## src/rtl/systolic_sequencer.sv

```systemverilog
// rtl/systolic_sequencer.sv - sequences one output-stationary tile on the systolic array
// Fetches operand vectors, skews them onto the array edges, then captures the drained result columns.

module systolic_skew_lane #(
  parameter int W     = 8,
  parameter int DEPTH = 1
) (
  input  logic         clk,
  input  logic         rst,
  input  logic         vld,
  input  logic [W-1:0] din,
  output logic [W-1:0] dout
);
  logic [W-1:0]     dq [DEPTH];
  logic [DEPTH-1:0] vq;

  always_ff @(posedge clk) begin
    if (rst) begin
      vq <= '0;
      for (int i = 0; i < DEPTH; i++) dq[i] <= '0;
    end else begin
      vq[0] <= vld;
      dq[0] <= din;
      for (int i = 1; i < DEPTH; i++) begin
        vq[i] <= vq[i-1];
        dq[i] <= dq[i-1];
      end
    end
  end

  assign dout = vq[DEPTH-1] ? dq[DEPTH-1] : '0;
endmodule

module systolic_sequencer #(
  parameter int IN_WIDTH  = 8,
  parameter int OUT_WIDTH = 8,
  parameter int ROWS      = 4,
  parameter int COLS      = 4,
  parameter int ADDR_W    = 8,
  parameter int K_W       = 8,
  parameter int MULT_LAT  = 3,
  parameter int ACC_LAT   = 1,
  parameter int DRAIN_LAT = 4
) (
  input  logic                      clk,
  input  logic                      rst,
  input  logic                      start,
  input  logic [K_W-1:0]            k_len,
  input  logic [ADDR_W-1:0]         base_a,
  input  logic [ADDR_W-1:0]         base_b,
  output logic                      busy,
  output logic                      done,
  output logic                      err,
  output logic                      a_rd_en,
  output logic [ADDR_W-1:0]         a_rd_addr,
  input  logic [IN_WIDTH*ROWS-1:0]  a_rd_data,
  output logic                      b_rd_en,
  output logic [ADDR_W-1:0]         b_rd_addr,
  input  logic [IN_WIDTH*COLS-1:0]  b_rd_data,
  output logic                      arr_rst_acc,
  output logic                      arr_stream_out,
  output logic [IN_WIDTH*ROWS-1:0]  arr_row_data,
  output logic [IN_WIDTH*COLS-1:0]  arr_col_data,
  input  logic [OUT_WIDTH*ROWS-1:0] arr_row_data_out,
  output logic                      out_valid,
  output logic [$clog2(COLS)-1:0]   out_col,
  output logic [OUT_WIDTH*ROWS-1:0] out_data
);
  localparam int FLUSH_CYC = ROWS + COLS - 1 + MULT_LAT + ACC_LAT;
  localparam int DRAIN_CYC = DRAIN_LAT + COLS;
  localparam int PH_MAX    = (FLUSH_CYC > DRAIN_CYC) ? FLUSH_CYC : DRAIN_CYC;
  localparam int PH_W      = $clog2(PH_MAX + 1);
  localparam int COL_W     = $clog2(COLS);

  typedef enum logic [2:0] {S_IDLE, S_CLEAR, S_FEED, S_FLUSH, S_DRAIN, S_DONE} state_t;

  state_t            state_q, state_d;
  logic [K_W-1:0]    k_q, k_len_q;
  logic [ADDR_W-1:0] base_a_q, base_b_q;
  logic [PH_W-1:0]   ph_q;
  logic              rd_vld_q;
  logic              accept, feed_last, flush_last, drain_last, cap;

  assign accept     = (state_q == S_IDLE) && start && (k_len != '0);
  assign feed_last  = (k_q == k_len_q - K_W'(1));
  assign flush_last = (ph_q == PH_W'(FLUSH_CYC - 1));
  assign drain_last = (ph_q == PH_W'(DRAIN_CYC));
  // Beats arrive DRAIN_LAT cycles after the stream_out pulse, which is issued at ph_q==0.
  assign cap = (state_q == S_DRAIN) && (ph_q >= PH_W'(DRAIN_LAT)) && (ph_q < PH_W'(DRAIN_CYC));

  always_ff @(posedge clk) begin
    if (rst) state_q <= S_IDLE;
    else     state_q <= state_d;
  end

  always_comb begin
    state_d        = state_q;
    busy           = 1'b1;
    done           = 1'b0;
    arr_rst_acc    = 1'b0;
    arr_stream_out = 1'b0;
    a_rd_en        = 1'b0;
    b_rd_en        = 1'b0;
    case (state_q)
      S_IDLE: begin
        busy = 1'b0;
        if (accept) state_d = S_CLEAR;
      end
      S_CLEAR: begin
        arr_rst_acc = 1'b1;
        state_d     = S_FEED;
      end
      S_FEED: begin
        a_rd_en = 1'b1;
        b_rd_en = 1'b1;
        if (feed_last) state_d = S_FLUSH;
      end
      S_FLUSH: begin
        if (flush_last) state_d = S_DRAIN;
      end
      S_DRAIN: begin
        arr_stream_out = (ph_q == '0);
        if (drain_last) state_d = S_DONE;
      end
      S_DONE: begin
        done    = 1'b1;
        state_d = S_IDLE;
      end
      default: state_d = S_IDLE;
    endcase
  end

  assign a_rd_addr = a_rd_en ? base_a_q + ADDR_W'(k_q) : '0;
  assign b_rd_addr = b_rd_en ? base_b_q + ADDR_W'(k_q) : '0;

  always_ff @(posedge clk) begin
    if (rst) begin
      k_q       <= '0;
      k_len_q   <= '0;
      base_a_q  <= '0;
      base_b_q  <= '0;
      ph_q      <= '0;
      rd_vld_q  <= 1'b0;
      err       <= 1'b0;
      out_valid <= 1'b0;
      out_col   <= '0;
      out_data  <= '0;
    end else begin
      err       <= (state_q == S_IDLE) && start && (k_len == '0);
      rd_vld_q  <= a_rd_en;
      out_valid <= cap;
      out_col   <= cap ? COL_W'(ph_q - PH_W'(DRAIN_LAT)) : '0;
      out_data  <= cap ? arr_row_data_out : '0;
      k_q       <= (state_q == S_FEED) ? k_q + K_W'(1) : '0;
      ph_q      <= ((state_q == S_FLUSH || state_q == S_DRAIN) && state_d == state_q) ?
                   ph_q + PH_W'(1) : '0;
      if (accept) begin
        k_len_q  <= k_len;
        base_a_q <= base_a;
        base_b_q <= base_b;
      end
    end
  end

  // Lane 0 passes straight through once read data is valid; lane i waits i extra cycles.
  for (genvar r = 0; r < ROWS; r++) begin : g_row
    if (r == 0) begin : g_lane0
      assign arr_row_data[IN_WIDTH-1:0] = rd_vld_q ? a_rd_data[IN_WIDTH-1:0] : '0;
    end else begin : g_lane
      systolic_skew_lane #(.W(IN_WIDTH), .DEPTH(r)) u_lane (
        .clk  (clk),
        .rst  (rst),
        .vld  (rd_vld_q),
        .din  (a_rd_data[r*IN_WIDTH +: IN_WIDTH]),
        .dout (arr_row_data[r*IN_WIDTH +: IN_WIDTH])
      );
    end
  end

  for (genvar c = 0; c < COLS; c++) begin : g_col
    if (c == 0) begin : g_lane0
      assign arr_col_data[IN_WIDTH-1:0] = rd_vld_q ? b_rd_data[IN_WIDTH-1:0] : '0;
    end else begin : g_lane
      systolic_skew_lane #(.W(IN_WIDTH), .DEPTH(c)) u_lane (
        .clk  (clk),
        .rst  (rst),
        .vld  (rd_vld_q),
        .din  (b_rd_data[c*IN_WIDTH +: IN_WIDTH]),
        .dout (arr_col_data[c*IN_WIDTH +: IN_WIDTH])
      );
    end
  end
endmodule

```

## config.mk

```make
export PLATFORM = sky130hd
export DESIGN_NAME = systolic_sequencer
export DESIGN_NICKNAME = d
export VERILOG_FILES = /design/src/rtl/systolic_sequencer.sv
export SDC_FILE = /design/constraint.sdc
export NUM_CORES = 1
export LEC_CHECK = 0
export BUFFER_PORTS_ARGS = -buffer_cell sky130_fd_sc_hd__clkbuf_2
export CAP_MARGIN = 15
export CORE_MARGIN = 5
export CORE_UTILIZATION = 49
export CTS_CLUSTER_DIAMETER = 200
export CTS_CLUSTER_SIZE = 25
export DETAILED_ROUTE_END_ITERATION = 12
export GPL_TIMING_DRIVEN = 1
export PLACE_DENSITY = 0.8
export SKIP_CTS_REPAIR_TIMING = 1
export SLEW_MARGIN = 0
export SYNTH_ARGS = -nofsm -noshare
export SYNTH_HDL_FRONTEND = slang
export SYNTH_SLANG_ARGS = --single-unit
```

## constraint.sdc

```tcl
create_clock -name clk -period 2.9 [get_ports clk]
set_input_delay 0.58 -clock clk [delete_from_list [all_inputs] [get_ports clk]]
set_output_delay 0.58 -clock clk [all_outputs]
set_load 0.02 [all_outputs]
```

==> results.sh <==
export IMPL_initial_core_util=0.496
export IMPL_cp_cell_sequence="ha_2 -> fa_2 -> a21o_1 -> a21oi_2 -> o21ai_0 -> a21oi_1 -> mux2i_1 -> buf_4"
export IMPL_leakage_nw=4.04
export IMPL_core_um2=13100
export IMPL_grt_usage=0.181
export IMPL_rsz0062_at_grt="yes"
export IMPL_dp_hpwl_um=10800
export IMPL_place_area_um2=7850
export IMPL_io_pins=245
export IMPL_hold_depth=2
export IMPL_yosysUniqueCellTypes=47
export IMPL_syn_to_final_growth_pct=31.1
export IMPL_io_buffer_count=244
export IMPL_drt_iter0_markers=248
export IMPL_worst_setup_path_start_kind="register"
export IMPL_drt_pass1_iter_count=4
export IMPL_synth_edf_count=0
export IMPL_maxSlewViolCount=0
export IMPL_layout_drive_gt1_share=0.334
export IMPL_ys_seq_elements=175
export IMPL_yosys_area_top_type="dfxtp_1"
export IMPL_num_rows=42
export IMPL_grt_pass1_wl_um=23300
export IMPL_synthTopCellsByCount="175 x dfxtp_1, 102 x and2_1, 99 x nor2b_1, 58 x nand2_1, 31 x nor2_1"
export IMPL_fmaxAchievable_ghz=0.350
export IMPL_worst_path_buf_inv=1
export IMPL_die_width_um=125
export IMPL_diodes=0
export IMPL_synth_nets=800
export IMPL_synthMostInstantiatedCell="dfxtp_1"
export IMPL_synth_top_area_frac=0.540
export IMPL_clock_sinks=175
export IMPL_clk_latency_ns=0.41
export IMPL_ys_async_sr_fraction=0
export IMPL_wl_per_cell_um=13.2
export IMPL_yosysSeqAreaShare=0.540
export IMPL_via_count=5008
export IMPL_synth_area_leaders="dfxtp_1 54%, and2_1 9.8%, nor2b_1 9.5%, ha_1 3.7%, nand2_1 3.4%"
export IMPL_status="finished clean"
export IMPL_critPathCaptureType="primary output"
export IMPL_worst_pin_slew_ns=0.504
export IMPL_slowest_delay_ns=0.37
export IMPL_crit_arrival_ns=2.28
export IMPL_clkTransAtPathRegs_ns=0.07
export IMPL_final_cell_area_um2=8500
export IMPL_ys_warn_count=0
export IMPL_die_h_um=125
export IMPL_grt_ovfl_total=0
export IMPL_cts_inserted_buffers=17
export IMPL_fin_crit_sh=0.985
export IMPL_drc=0
export IMPL_cts_tree="built"
export IMPL_netlist_area_um2=6490
export IMPL_finalWirelength_um=14400
export IMPL_path_class="reg2out"
export IMPL_syn_avg_cell_area_um2=9.89
export IMPL_ir_drop_mv=0.704
export IMPL_synth_flop_cell="dfxtp_1"
export IMPL_antenna_found_initial=0
export IMPL_period_minus_slack_ns=2.86
export IMPL_finalHoldViolCount=0
export IMPL_setup_violations=0
export IMPL_crit_cells=8
export IMPL_cp_slowest_cell="dfxtp_4"
export IMPL_ant_nets=0
export IMPL_crit_fanout=7
export IMPL_critPathRequiredTime_ns=2.32
export IMPL_die_area_um2=15600
export IMPL_grt_start_max_net_pins=114
export IMPL_synthCells=656
export IMPL_root_buffer="clkbuf_16"
export IMPL_gp_congestion=0.835
export IMPL_hold_class="in2reg"
export IMPL_nNetsFinal=1042
export IMPL_grt_pass1_vias=5000
export IMPL_pwr_density_cell_nw_per_um2=612
export IMPL_drt_vias_per_instance=4.61
export IMPL_htreeDepth=4
export IMPL_critPathTopFamily="compound AO/OA/AOI/OAI gates"
export IMPL_clock_path_buffers=2
export IMPL_worstRegToRegCells=7
export IMPL_relSlewSlack=0.663
export IMPL_cap_violations=0
export IMPL_whs_ns=0.360
export IMPL_fin_worst_skew_ns=0.00779
==> layout make-up <==
type | count | area [um^2]
clock buffer | 19 | 433
clock inverter | 13 | 168
fill | 1050 | 4580
inverter | 13 | 48.8
multi-input combinational | 437 | 2810
sequential | 175 | 3510
tap | 176 | 220
timing repair buffer | 254 | 1320
==> state kept, by name, summed over array words and instances (netlist names), 4 cells and up <==
signal	cells
base_a_q	8
ph_q	4
g_col.g_lane.u_lane.dq	48
k_q	8
g_row.g_lane.u_lane.dq	48
out_data	32
base_b_q	8
k_len_q	8
==> power breakdown <==
part	leakage, nW	total (mW)	internal [mW]	switching, mW
Combinational	2.31	0.373	0.183	0.190
Clock	0.293	2.30	1.31	0.989
Sequential	1.43	2.53	2.49	0.0423
==> metal layers <==
layer / track usage / share of wire
met3: 0.0665 / 0.075
met1: 0.206 / 0.42
met4: 0.0727 / 0.024
met5: 0 / 0
met2: 0.311 / 0.49
==> logic make-up after synthesis <==
family,after synthesis,synth area share
AND/OR/NAND/NOR,330,0.289
flip-flops,175,0.540
AO/OA/AOI/OAI,55,0.0544
buffers and inverters,44,0.0312
XOR/XNOR,29,0.0392
adder cells (fa/ha/maj),21,0.0428
multiplexers,2,0.00309
==> final timing paths <==
path                                         startpoint                                          end  slack [ns]
max                                   k_q[0]$_SDFF_PP0_                                 a_rd_addr[6]        0.04
min                                arr_row_data_out[14]                      out_data[14]$_SDFF_PP0_        0.36
max reg2reg                     k_len_q[0]$_SDFFE_PP0P_                        state_q[0]$_SDFF_PP0_        0.95
min reg2reg  g_row[3].g_lane.u_lane.dq[0][8]$_SDFF_PP0_  g_row[3].g_lane.u_lane.dq[0][16]$_SDFF_PP0_        0.43
==> cells in the final DEF, fill, tap and decap left out, drive strengths merged, types with 2 or more instances in the layout <==
cell,count
a211o,2
a21o,4
a21oi,30
a22oi,3
and2,102
and3,5
buf,13
bufinv,2
clkbuf,260
dfxtp,175
fa,2
ha,19
inv,22
mux2i,2
nand2,58
nand2b,2
nand3,7
nand4,4
nor2,31
nor2b,100
nor3,8
nor3b,3
nor4,2
nor4b,3
o211ai,4
o21ai,5
or3,2
xnor2,17
xor2,12
==> through the flow <==
stage / setup slack, ns / utilization / TNS, ns / total power, mW / cells
6_report: 0.0447 / 0.650 / 0 / 5.21 / 1087
5_1_grt: -0.0835 / 0.650 / -0.173 / 5.41 / 1087
4_1_cts: -0.278 / 0.646 / -0.679 / 5.26 / 1084
3_5_place_dp: 0.197 / 0.600 / 0 / 2.96 / 1052
3_3_place_gp: 0.257 / 0.600 / 0 / 2.94 / 1052
2_1_floorplan: 0.290 / - / 0 / 2.81 / 656
Power figures use the tool's default switching activity.
